### src/rtl/booth_mult_ctrl_pkg.sv
`default_nettype none
// ============================================================================
//  Module  : booth_pkg
//  Purpose : Shared constants and types for the radix-2 Booth multiplier
//            controller: state encoding, widths and Booth select codes.
//  Rev     : 1.0  initial release
// ============================================================================
package booth_pkg;

    localparam int BOOTH_W = 32;
    localparam int PROD_W  = 2 * BOOTH_W + 1;

    // State encoding
    localparam logic [1:0] IDLE = 2'd0;
    localparam logic [1:0] LOAD = 2'd1;
    localparam logic [1:0] EXEC = 2'd2;
    localparam logic [1:0] DONE = 2'd3;

    typedef enum logic [1:0] {
        ST_IDLE = IDLE,
        ST_LOAD = LOAD,
        ST_EXEC = EXEC,
        ST_DONE = DONE
    } state_t;

    // Booth select codes
    typedef enum logic [1:0] {
        SEL_NOP = 2'd0,
        SEL_ADD = 2'd1,
        SEL_SUB = 2'd2
    } sel_t;

    // Decode the current Booth pair {Q0, Q-1} into an add/sub/nop selection.
    function automatic sel_t booth_sel(input logic [1:0] pair);
        case (pair)
            2'b01:   return SEL_ADD;
            2'b10:   return SEL_SUB;
            default: return SEL_NOP;
        endcase
    endfunction

endpackage
`default_nettype wire

### src/rtl/booth_mult_ctrl_if.sv
`default_nettype none
// ============================================================================
//  Module  : booth_mult_ctrl_if
//  Purpose : Start/busy/done handshake and operand/result bus of the Booth
//            multiplier.
//  Ports   : start, mcand, mplier  (requester -> multiplier)
//            busy, done, product, err (multiplier -> requester)
//  Rev     : 1.0  initial release
// ============================================================================
interface booth_mult_ctrl_if #(
    parameter int WIDTH = 32
) ();
    logic                   start;
    logic [WIDTH-1:0]       mcand;
    logic [WIDTH-1:0]       mplier;
    logic                   busy;
    logic                   done;
    logic [2*WIDTH-1:0]     product;
    logic                   err;

    modport master (
        output start, mcand, mplier,
        input  busy, done, product, err
    );

    modport slave (
        input  start, mcand, mplier,
        output busy, done, product, err
    );
endinterface
`default_nettype wire

### src/rtl/booth_step_addsub.sv
`default_nettype none
// ============================================================================
//  Module  : booth_step_addsub
//  Purpose : Combinational Booth add/sub stage: A' = A + M, A - M or A,
//            selected by the pair {Q0, Q-1}. Wraps modulo 2^WIDTH.
//  Ports   : pair   in  2      {Q0, Q-1}
//            a      in  WIDTH  accumulator A
//            m      in  WIDTH  multiplicand M
//            a_next out WIDTH  updated accumulator A'
//  Rev     : 1.0  initial release
// ============================================================================
module booth_step_addsub
    import booth_pkg::*;
#(
    parameter int WIDTH = BOOTH_W
) (
    input  logic [1:0]       pair,
    input  logic [WIDTH-1:0] a,
    input  logic [WIDTH-1:0] m,
    output logic [WIDTH-1:0] a_next
);

    always_comb begin
        a_next = a;
        case (booth_sel(pair))
            SEL_ADD: a_next = a + m;
            SEL_SUB: a_next = a - m;
            default: a_next = a;
        endcase
    end

endmodule
`default_nettype wire

### src/rtl/booth_mult_ctrl.sv
`default_nettype none
// ============================================================================
//  Module  : booth_mult_ctrl
//  Purpose : Sequential radix-2 Booth multiplier controller. Drives an
//            external (2*WIDTH+1)-bit arithmetic-shift product register that
//            captures on the negedge, and retires one Booth bit per clock.
//  Ports   : clk, rst            clock, synchronous active-high reset
//            bus (slave)         start/mcand/mplier -> busy/done/product/err
//            prod_q              product register output {A, Q, Q-1}
//            prod_d              product register input (combinational)
//            prod_en             product register enable
//            prod_shift          1: register stores prod_d >>> 1
//  Rev     : 1.0  initial release
// ============================================================================
module booth_mult_ctrl
    import booth_pkg::*;
#(
    parameter int WIDTH = BOOTH_W
) (
    input  logic                 clk,
    input  logic                 rst,
    booth_mult_ctrl_if.slave     bus,
    input  logic [2*WIDTH:0]     prod_q,
    output logic [2*WIDTH:0]     prod_d,
    output logic                 prod_en,
    output logic                 prod_shift
);

    localparam int               CNT_W    = $clog2(WIDTH);
    localparam logic [CNT_W-1:0] CNT_LAST = CNT_W'(WIDTH - 1);
    localparam logic [WIDTH-1:0] M_MIN    = {1'b1, {(WIDTH-1){1'b0}}};

    state_t               state;
    state_t               state_nxt;
    logic                 accept;
    logic                 last_step;
    logic [CNT_W-1:0]     cnt;
    logic [WIDTH-1:0]     m_reg;
    logic [WIDTH-1:0]     mplier_reg;
    logic [WIDTH-1:0]     a_cur;
    logic [WIDTH-1:0]     a_nxt;
    logic [2*WIDTH-1:0]   product_reg;
    logic                 err_reg;

    assign a_cur     = prod_q[2*WIDTH:WIDTH+1];
    assign last_step = (state == ST_EXEC) && (cnt == CNT_LAST);

    booth_step_addsub #(
        .WIDTH  (WIDTH)
    ) u_step (
        .pair   (prod_q[1:0]),
        .a      (a_cur),
        .m      (m_reg),
        .a_next (a_nxt)
    );

    always_ff @(posedge clk) begin
        if (rst) begin
            state       <= ST_IDLE;
            cnt         <= '0;
            m_reg       <= '0;
            mplier_reg  <= '0;
            product_reg <= '0;
            err_reg     <= 1'b0;
        end else begin
            state <= state_nxt;
            if (accept) begin
                m_reg      <= bus.mcand;
                mplier_reg <= bus.mplier;
            end
            if (state == ST_LOAD) begin
                cnt <= '0;
            end else if (state == ST_EXEC) begin
                cnt <= cnt + 1'b1;
            end
            // The final shift landed on the preceding negedge, so prod_q
            // already holds the finished product as DONE is entered.
            if (last_step) begin
                product_reg <= prod_q[2*WIDTH:1];
                err_reg     <= (m_reg == M_MIN);
            end
        end
    end

    always_comb begin
        state_nxt  = state;
        accept     = 1'b0;
        prod_d     = '0;
        prod_en    = 1'b0;
        prod_shift = 1'b0;
        case (state)
            ST_IDLE: begin
                if (bus.start) begin
                    accept    = 1'b1;
                    state_nxt = ST_LOAD;
                end
            end
            ST_LOAD: begin
                prod_d    = {{WIDTH{1'b0}}, mplier_reg, 1'b0};
                prod_en   = 1'b1;
                state_nxt = ST_EXEC;
            end
            ST_EXEC: begin
                prod_d     = {a_nxt, prod_q[WIDTH:0]};
                prod_en    = 1'b1;
                prod_shift = 1'b1;
                if (cnt == CNT_LAST) begin
                    state_nxt = ST_DONE;
                end
            end
            ST_DONE: begin
                if (bus.start) begin
                    accept    = 1'b1;
                    state_nxt = ST_LOAD;
                end else begin
                    state_nxt = ST_IDLE;
                end
            end
            default: state_nxt = ST_IDLE;
        endcase
        // Reset silences the register drive in the very cycle it is asserted.
        if (rst) begin
            state_nxt  = ST_IDLE;
            accept     = 1'b0;
            prod_d     = '0;
            prod_en    = 1'b0;
            prod_shift = 1'b0;
        end
    end

    assign bus.busy    = !rst && ((state == ST_LOAD) || (state == ST_EXEC));
    assign bus.done    = !rst && (state == ST_DONE);
    assign bus.product = product_reg;
    assign bus.err     = err_reg;

endmodule
`default_nettype wire

### src/flat_wrapper.sv
// flat-port wrapper written by rule: the top's interface ports become plain ports
module booth_mult_ctrl_flat import booth_pkg::*;
#(
    parameter int WIDTH = BOOTH_W
)
  (clk, rst, prod_q, prod_d, prod_en, prod_shift, bus_start, bus_mcand, bus_mplier, bus_busy, bus_done, bus_product, bus_err);
  booth_mult_ctrl_if #(.WIDTH(WIDTH)) bus_i ();
  input  logic clk;
  input  logic rst;
  input  logic [2*WIDTH:0] prod_q;
  output logic [2*WIDTH:0] prod_d;
  output logic prod_en;
  output logic prod_shift;
  input wire logic [$bits(bus_i.start)-1:0] bus_start;
  input wire logic [$bits(bus_i.mcand)-1:0] bus_mcand;
  input wire logic [$bits(bus_i.mplier)-1:0] bus_mplier;
  output wire logic [$bits(bus_i.busy)-1:0] bus_busy;
  output wire logic [$bits(bus_i.done)-1:0] bus_done;
  output wire logic [$bits(bus_i.product)-1:0] bus_product;
  output wire logic [$bits(bus_i.err)-1:0] bus_err;
  assign bus_i.start = bus_start;
  assign bus_i.mcand = bus_mcand;
  assign bus_i.mplier = bus_mplier;
  assign bus_busy = bus_i.busy;
  assign bus_done = bus_i.done;
  assign bus_product = bus_i.product;
  assign bus_err = bus_i.err;
  booth_mult_ctrl #(.WIDTH(WIDTH)) u_core (.clk(clk), .rst(rst), .bus(bus_i), .prod_q(prod_q), .prod_d(prod_d), .prod_en(prod_en), .prod_shift(prod_shift));
endmodule
### config.mk
export PLATFORM = sky130hd
export DESIGN_NAME = booth_mult_ctrl_flat
export DESIGN_NICKNAME = d
export VERILOG_FILES = /design/src/rtl/booth_mult_ctrl_pkg.sv /design/src/rtl/booth_mult_ctrl_if.sv /design/src/rtl/booth_step_addsub.sv /design/src/rtl/booth_mult_ctrl.sv /design/src/flat_wrapper.sv
export SDC_FILE = /design/constraint.sdc
export NUM_CORES = 1
export LEC_CHECK = 0
export BUFFER_PORTS_ARGS = -buffer_cell sky130_fd_sc_hd__buf_2
export CAP_MARGIN = 10
export CORE_MARGIN = 5
export CORE_UTILIZATION = 47
export DETAILED_ROUTE_END_ITERATION = 10
export HOLD_SLACK_MARGIN = 0.05
export PLACE_DENSITY = 0.82
export SLEW_MARGIN = 40
export SYNTH_ARGS = -nofsm -noshare
export SYNTH_HDL_FRONTEND = slang
export SYNTH_SLANG_ARGS = --single-unit
### constraint.sdc
create_clock -name clk -period 5.52 [get_ports clk]
set_clock_uncertainty 0.1 [all_clocks]
set_input_delay 1.38 -clock clk [delete_from_list [all_inputs] [get_ports clk]]
set_output_delay 1.38 -clock clk [all_outputs]
set_load 0.01 [all_outputs]
==> flow_summary.yaml, run 1 <==
outcome:
  outcome: "complete, but fails checks"
  violated_checks: "negative setup slack"
finish:
  num_antenna_cells: 0
  final_core_util_pct: 68.5
  areaGrowthSynthToFinish_pct: 43.8
  number_of_flip_flops_under_the_largest_register_name: 64
  drive_gt1_share_pct: 37.1
  final_nets: 1606
timing:
  max_slew.worst_pin.slew_ns: 0.773
  final-hold-violation-count: 0
  hold_slack_ns: 0.351
  timing.final.crit_share_pct: 108
  timing.max_slew.rel_slack_pct: 48.5
  timing.fmax_mhz: 167
  finalWorstSetupSlack_ns: -0.469
  timing.final.max_slew_violations: 0
  timing.final.crit_period_ns: 5.99
  setup_repair_after_global_routing_missed_its_margin: "true"
  setup-violations-final: 17
route:
  wl_per_cell_um: 17.8
  routedLengthMet1_um: 11300
  num_vias: 9446
  first_iter_violations: 579
  topRoutingLayerUsed: "met5"
  drcViolationCount: 0
  firstDrtPassIters: 6
  route.detailed.vias_per_inst: 5.65
  drt-total-wl_um: 29700
  dr_wl_met2_um: 15000
  ant_nets: 0
  met3_length_um: 2500
logic_synthesis:
  synth.top_cell.area_share_pct: 33.2
  ys.warnings.count: 0
  post_synthesis_cell_area_mm2: 0.00821
  yosys.area.top_type: "dfxtp_1"
  ys_seq_area_share_pct: 33.2
  synth_top_cells_by_area: "dfxtp_1 33%, nand2_1 11%, a21oi_1 7.7%"
  syn-num-nets: 1264
  synth_most_common_cell: "nand2_1"
  ys.flop_type: "dfxtp_1"
  postSynth.asyncResetShare_pct: 0
  synth-edff-count: 0
  netlist_top_cells_count: "239 x nand2_1, 136 x dfxtp_1, 126 x a21oi_1, 78 x o21ai_0, 61 x nand2b_1"
  netlist_instances: 1091
  syn_area_cell_um2: 7.52
  netlist-cell-type-count: 67
  synth-seq-cells: 136
setup_path:
  cp-end-kind: "output port"
  required_worst_endpoint_ns: 4.04
  worst_ep_arrival_time_ns: 4.51
  cp-start-kind: "primary input"
  category_of_the_critical_setup_timing_path: "in2out"
  path_max_fanout: 6
floorplan:
  die_x_um: 142
  fp-row-count: 48
  io_pins: 266
  area_of_the_die_mm2: 0.0202
  starting_density_of_the_core_pct: 47.6
  vert_die_dim_um: 142
  fp.coreArea_mm2: 0.0172
global_route:
  gr-usage-all-layers_pct: 26.8
  number_of_antenna_violations_at_the_first_check_in_global_routing: 4
  vias_in_the_first_global_route: 9195
  grt_start_max_net_pins: 80
  first_pass_grt_wire_length_um: 44400
  grt_overflow: 0
cts:
  htree_num_levels: 4
  num_clock_sinks: 136
  insertion_delay_ns: 0.42
  postCtsHoldBufs: 0
  path_clk_slew_ns: 0.06
  tritoncts_clock_tree: "yes"
  cts-buffers-inserted: 17
  master_cell_of_the_clock_root_buffer: "clkbuf_16"
  cts.path.max_buffers: 2
placed_design:
  detailedPlacementHpwl_um: 20100
  placement.setup.worst_slack_ns: -0.463
  gpl.final_weighted_congestion: 0.932
  place.port_buffers: 265
power_and_ir_drop:
  share_comb_of_total_power_pct: 59.6
  finalPower_uw: 5980
  power_density_mw_per_mm2: 507
  power.leakage_uw: 0.00523
  total_switching_power_uw: 2500
  clkPwrFrac_pct: 19.5
  share_seq_of_total_power_pct: 20.9
  switching_share_pct: 41.8
  peakVddDrop_v: 0.000246
  cell_internal_pwr_uw: 3480
hold_path:
  min_delay_path_class: "reg2reg"
job:
  drv.max_cap_violation_count: 0
## what timing repair did
item / 4_1_cts / 5_1_grt
setup buffers: 13 / 13
gates resized for setup: 46 / 102
setup endpoints to repair: 19 / 21
pin swaps: 29 / 53
cloned: 0 / 1
## layout by cell type (no fill, tap or decap), types with 7 or more instances in the layout
| cell | count |
|---|---|
| mux2i_1 | 9 |
| nand2_1 | 235 |
| buf_6 | 10 |
| nor2_1 | 46 |
| inv_1 | 20 |
| o21ai_1 | 7 |
| nand2b_1 | 61 |
| a21oi_1 | 104 |
| clkbuf_16 | 18 |
| nand3_1 | 14 |
| buf_2 | 260 |
| nor3_1 | 15 |
| xnor2_1 | 32 |
| o21ai_0 | 64 |
| a21oi_2 | 20 |
| o31ai_1 | 10 |
| xnor2_2 | 7 |
| dfxtp_1 | 135 |
| o21ai_2 | 7 |
| ha_1 | 30 |
| xor2_1 | 13 |
| a22o_1 | 32 |
| or3_1 | 7 |
| buf_4 | 118 |
| a21o_1 | 11 |
## logic make-up (layout without fill, tap and decap cells)
family,Yosys count,in the layout,synth area share [%]
and+or+nand+nor,453,453,25.9
DFF,136,136,33.2
muxes,11,11,1.37
xor gates and xnor gates,52,52,5.55
adders and majority gates,41,41,6.34
AOI/OAI and AO/OA,306,306,22.9
buffers and inverters,92,447,4.76
## area by class of cell
cell class	instances	area (um^2)
Fill cell	1309	5430
Clock inverter	15	185
Inverter	21	81.3
Clock buffer	17	425
Multi-Input combinational cell	863	5700
Timing Repair Buffer	394	2410
Sequential cell	136	2720
Tap cell	225	282
## stage by stage
stage | cells | TNS (ns) | instance area [um^2]
finish | 1671 | -3.77 | 11800
global route | 1671 | -5.84 | 11800
CTS | 1659 | -2.00 | 11200
detailed placement | 1614 | -5.31 | 10300
global placement | 1614 | -5.22 | 10300
floorplan | 1091 | -0.0252 | 8240
## power by group through the flow
stage,combinational (uW),clock (uW),sequential (uW)
after floorplan,1760,0,1220
after global placement,2710,0,1250
after detailed placement,2750,0,1250
after CTS,2990,1190,1230
after global routing,3840,1230,1260
final,3560,1170,1250
## path summary, 6_finish.rpt
kind / startpoint / end / slack (ns) / cells after the start
setup / recovery: prod_q[0] / prod_d[63] / -0.47 / 16
hold / removal: u_core.bus.product[46] / u_core.bus.product[46] / 0.35 / 2
setup reg to reg: u_core.state[0] / u_core.bus.product[4] / 3.03 / 6
hold reg to reg: u_core.bus.product[46] / u_core.bus.product[46] / 0.35 / 2
## worst max-delay path, stage by stage
cell	delay, ns
buf_8	0.10
inv_4	0.04
ha_4	0.20
mux2_4	0.34
fa_2	0.37
and2b_1	0.26
o2111ai_2	0.17
buf_4	0.17
a2111oi_4	0.39
nor3b_4	0.10
buf_4	0.15
nor4b_2	0.30
o21ai_1	0.12
mux2i_1	0.15
nand2_1	0.10
buf_2	0.15
## per-layer routing
layer	up-vias	track usage, %
met3	85	7.83
met5	-	0
met1	4438	31.5
met2	443	46.2
li1	4472	-
met4	8	10.1
No activity file was read; power rests on OpenSTA's default activity.
==> inputs of run 2 (changes only) <==
- SKIP_LAST_GASP: unset -> 1
- clock period: 5.52 -> 5.4 ns (I/O delays scaled with it)
==> flow_summary.yaml, run 2 (synthesis results as in run 1) <==
global_route:
  gr-usage-all-layers_pct: 27.1
  grt_start_max_net_pins: 77
  grt_overflow: 0
  number_of_antenna_violations_at_the_first_check_in_global_routing: 8
  vias_in_the_first_global_route: 8833
  first_pass_grt_wire_length_um: 44200
route:
  drcViolationCount: 0
  first_iter_violations: 645
  wl_per_cell_um: 17.6
  firstDrtPassIters: 5
  ant_nets: 0
  route.detailed.vias_per_inst: 5.57
  drt-total-wl_um: 29300
  num_vias: 9257
finish:
  mostFrequentLayoutCells: "261 x buf_2, 235 x nand2_1, 134 x dfxtp_1"
  drive_gt1_share_pct: 36.2
  final_nets: 1595
  final_common_cell: "buf_2"
  register_area_mm2: 0.00273
  finalNonFillerCells: 1662
  number_of_flip_flops_under_the_largest_register_name: 64
  multi_input_comb_area_mm2: 0.00564
  num-fill-cells: 1387
  final_core_util_pct: 67.6
  areaGrowthSynthToFinish_pct: 41.8
timing:
  final-hold-violation-count: 0
  timing.final.crit_period_ns: 5.85
  setup_repair_after_global_routing_missed_its_margin: "true"
  timing.max_slew.rel_slack_pct: 52.6
  max_slew.worst_pin.slew_ns: 0.711
  timing.final.crit_share_pct: 108
  finalWorstSetupSlack_ns: -0.450
  timing.final.max_slew_violations: 0
  setup-violations-final: 19
  timing.fmax_mhz: 171
setup_path:
  cp-end-kind: "output port"
  crit_path_start: "prod_q[0]"
  category_of_the_critical_setup_timing_path: "in2out"
  cp-start-kind: "primary input"
  path_max_fanout: 6
  required_worst_endpoint_ns: 3.95
  worst_ep_arrival_time_ns: 4.40
  worst_r2r_startpoint: "u_core.state[0]"
outcome:
  outcome: "complete, but fails checks"
  violated_checks: "negative setup slack"
cts:
  tritoncts_clock_tree: "yes"
  path_clk_slew_ns: 0.07
  cts.path.max_buffers: 2
  insertion_delay_ns: 0.42
  postCtsHoldBufs: 0
  num_clock_sinks: 136
  master_cell_of_the_clock_root_buffer: "clkbuf_16"
  cts-buffers-inserted: 17
  htree_num_levels: 4
floorplan:
  vert_die_dim_um: 142
  fp-row-count: 48
  starting_density_of_the_core_pct: 47.6
  area_of_the_die_mm2: 0.0202
  fp.coreArea_mm2: 0.0172
  io_pins: 266
  die_x_um: 142
placed_design:
  gpl.final_weighted_congestion: 0.952
  detailedPlacementHpwl_um: 20600
  placed_cells_incl_taps: 1609
  place.port_buffers: 265
  placement.setup.worst_slack_ns: -0.396
power_and_ir_drop:
  finalPower_uw: 5950
  power.leakage_uw: 0.00518
  peakVddDrop_v: 0.000288
  power_density_mw_per_mm2: 511
job:
  drv.max_cap_violation_count: 0
hold_path:
  min_from: "u_core.bus.product[56]"
  min_delay_path_class: "reg2reg"
## run 2: cell type report
type                    count  share of cell area, %
diodes                      2                 0.0430
clock buffers              17                   3.65
clock inverters            15                   1.74
inverters                  21                  0.698
multi-input cells         863                   48.4
flip-flops and latches    136                   23.4
well taps                 225                   2.42
repair buffers            383                   19.6
## run 2: final timing paths
kind                                          endpoint  slack, ns  cells after the start
worst max-delay path                        prod_d[64]      -0.45                     17
worst min-delay path            u_core.bus.product[56]       0.35                      2
worst max register to register          u_core.bus.err       2.81                      6
worst min register to register  u_core.bus.product[56]       0.35                      2
## run 2: critical path, cell delays in order
cell and delay, ns:
buf_6 0.10, inv_4 0.05, ha_4 0.21, buf_8 0.16, buf_6 0.11, a21oi_2 0.03, xnor2_1 0.22, ha_2 0.33
nand2_2 0.11, nor2_1 0.06, a22o_4 0.25, a2111oi_4 0.47, nor4b_4 0.11, or3_1 0.38, a31oi_1 0.19, a41o_1 0.14
buf_6 0.11
## run 2: layer usage
metal	global-route usage (%)	part of all wire, %
met5	0	0.25
met4	10.3	2.9
met3	8.70	9.6
met2	45.3	49
met1	32.6	39
## run 2: report_power, final
group | switching, uW | total, uW | internal (uW)
logic | 1820 | 3440 | 1610
clock network | 554 | 1230 | 675
registers | 141 | 1280 | 1140
total | 2520 | 5950 | 3430
## run 2: stage by stage
stage	hold WS, ns	cell area, um^2	TNS, ns
2_1_floorplan	0.349	8270	0
3_3_place_gp	0.339	10300	-3.64
3_5_place_dp	0.344	10300	-4.38
4_1_cts	0.353	11200	-3.37
5_1_grt	0.368	11600	-6.69
6_report	0.351	11600	-4.30
## run 2: timing repair
item                                    CTS  global route
buffers inserted                          9            11
endpoints found under the setup margin   18            23
pin swaps                                42            43
gates resized for setup                  55            67
endpoints found under the hold margin     0             0
==> inputs of run 3 (changes only) <==
- PLACE_DENSITY: 0.82 -> unset
- PLACE_DENSITY_LB_ADDON: unset -> 0.25
==> flow_summary.yaml, run 3 (synthesis results as in run 1) <==
setup_path:
  cp-end-kind: "output port"
  rr_endpoint: "u_core.bus.err"
  r2r.worst_path.cells: 6
  category_of_the_critical_setup_timing_path: "in2out"
  path_max_fanout: 6
  worst_r2r_startpoint: "u_core.state[0]"
  timing.reg2reg.setup_slack_ns: 2.76
  cp-start-kind: "primary input"
  worst_ep_arrival_time_ns: 4.29
  required_worst_endpoint_ns: 3.95
finish:
  mostFrequentLayoutCells: "261 x buf_2, 236 x nand2_1, 135 x dfxtp_1"
  areaGrowthSynthToFinish_pct: 41.8
  final_nets: 1603
  final_design_area_no_fill_mm2: 0.0116
  drive_gt1_share_pct: 35.9
  num_antenna_cells: 0
  number_of_flip_flops_under_the_largest_register_name: 64
  final_common_cell: "buf_2"
  num-fill-cells: 1414
power_and_ir_drop:
  power_density_mw_per_mm2: 521
  power.leakage_uw: 0.00519
  peakVddDrop_v: 0.000257
cts:
  htree_num_levels: 4
  path_clk_slew_ns: 0.06
  num_clock_sinks: 136
  master_cell_of_the_clock_root_buffer: "clkbuf_16"
  cts.path.max_buffers: 2
  insertion_delay_ns: 0.42
  tritoncts_clock_tree: "yes"
  cts-buffers-inserted: 17
global_route:
  vias_in_the_first_global_route: 8807
  grt_start_max_net_pins: 74
  number_of_antenna_violations_at_the_first_check_in_global_routing: 3
  gr-usage-all-layers_pct: 27.2
  grt_overflow: 0
  first_pass_grt_wire_length_um: 44600
floorplan:
  io_pins: 266
  starting_density_of_the_core_pct: 47.6
  fp-row-count: 48
  vert_die_dim_um: 142
  area_of_the_die_mm2: 0.0202
  fp.coreArea_mm2: 0.0172
  die_x_um: 142
timing:
  setup-violations-final: 15
  max_slew.worst_pin.slew_ns: 0.709
  timing.fmax_mhz: 174
  timing.max_slew.rel_slack_pct: 52.7
  timing.final.max_slew_violations: 0
  finalWorstSetupSlack_ns: -0.335
  setup_tns_ns: -2.96
  timing.final.crit_period_ns: 5.74
  final-hold-violation-count: 0
  timing.final.crit_share_pct: 106
  setup_repair_after_global_routing_missed_its_margin: "true"
hold_path:
  min_delay_path_class: "reg2reg"
  min_from: "u_core.bus.product[48]"
  whs_path_depth: 2
  worst_hold_path.endpoint: "u_core.bus.product[48]"
placed_design:
  placement.cell_area_mm2: 0.0104
  place.port_buffers: 265
  gpl.final_weighted_congestion: 0.974
  placement.setup.worst_slack_ns: -0.340
  detailedPlacementHpwl_um: 20700
route:
  drt-total-wl_um: 29300
  first_iter_violations: 633
  num_vias: 9147
  ant_nets: 0
  wl_per_cell_um: 17.5
  drcViolationCount: 1
  firstDrtPassIters: 9
  route.detailed.vias_per_inst: 5.48
outcome:
  violated_checks: "design-rule violations, negative setup slack"
  outcome: "complete, but fails checks"
job:
  drv.max_cap_violation_count: 0
## run 3: changes by cell type in the layout (fill, tap and decap cells not counted), sizes merged
cell,previous run,this run
clkinvlp,0,2
inv,30,28
bufinv,1,3
buf,383,391
clkinv,5,2
clkbuf,17,18
diode,2,0
## run 3: worst max path at each step
stage                   start         end
floorplan           prod_q[0]  prod_d[64]
global placement    prod_q[0]  prod_d[51]
detailed placement  prod_q[0]  prod_d[51]
CTS                 prod_q[0]  prod_d[61]
global route        prod_q[0]  prod_d[63]
finish              prod_q[0]  prod_d[63]
## run 3: layout make-up
type                       instances  area, um^2  area share (%)
multi-input combinational        863        5590            48.1
sequential                       136        2720            23.4
timing repair buffer             391        2340            20.1
clock buffer                      18         439            3.77
tap                              225         282            2.42
clock inverter                    14         183            1.57
inverter                          21        81.3           0.699
## run 3: power breakdown
group | leakage [uW] | internal (uW) | total [uW] | switching (uW)
logic | 0.00379 | 1680 | 3530 | 1840
registers | 0.00111 | 1140 | 1270 | 135
clock network | 0.000301 | 752 | 1260 | 504
## run 3: repair_timing
item,CTS,global route
gates resized for setup,49,66
setup buffers,5,16
endpoints found under the setup margin,18,20
hold buffers,0,0
pin swaps,27,47
## run 3: worst max-delay path, stage by stage
cell       delay [ns]
buf_8            0.10
inv_4            0.04
ha_4             0.19
mux2_4           0.33
fa_2             0.34
and2b_2          0.26
o2111ai_4        0.15
a2111oi_4        0.50
nor3b_4          0.11
buf_6            0.14
nor4b_4          0.25
o21ai_1          0.10
mux2i_1          0.16
nand2_1          0.10
buf_2            0.15
## run 3: metrics by stage
stage / power [uW] / util (%) / hold slack [ns] / instances
6_report: 6060 / 67.5 / 0.350 / 1668
5_1_grt: 6420 / 67.5 / 0.369 / 1668
4_1_cts: 5580 / 65.0 / 0.352 / 1652
3_5_place_dp: 4120 / 60.2 / 0.343 / 1615
3_3_place_gp: 4080 / 60.2 / 0.338 / 1615
2_1_floorplan: 3070 / - / 0.349 / 1091
## run 3: per-layer routing
metal  part of all wire, %  wire length (um)  vias to the layer above  GRT usage, %
met5                  0.11                32                        -             0
met4                   3.4               993                        6          9.65
met3                   8.0              2330                       75          7.12
met2                    48             14000                      354          46.5
met1                    41             11900                     4262          33.0
li1                      -                 -                     4450             -
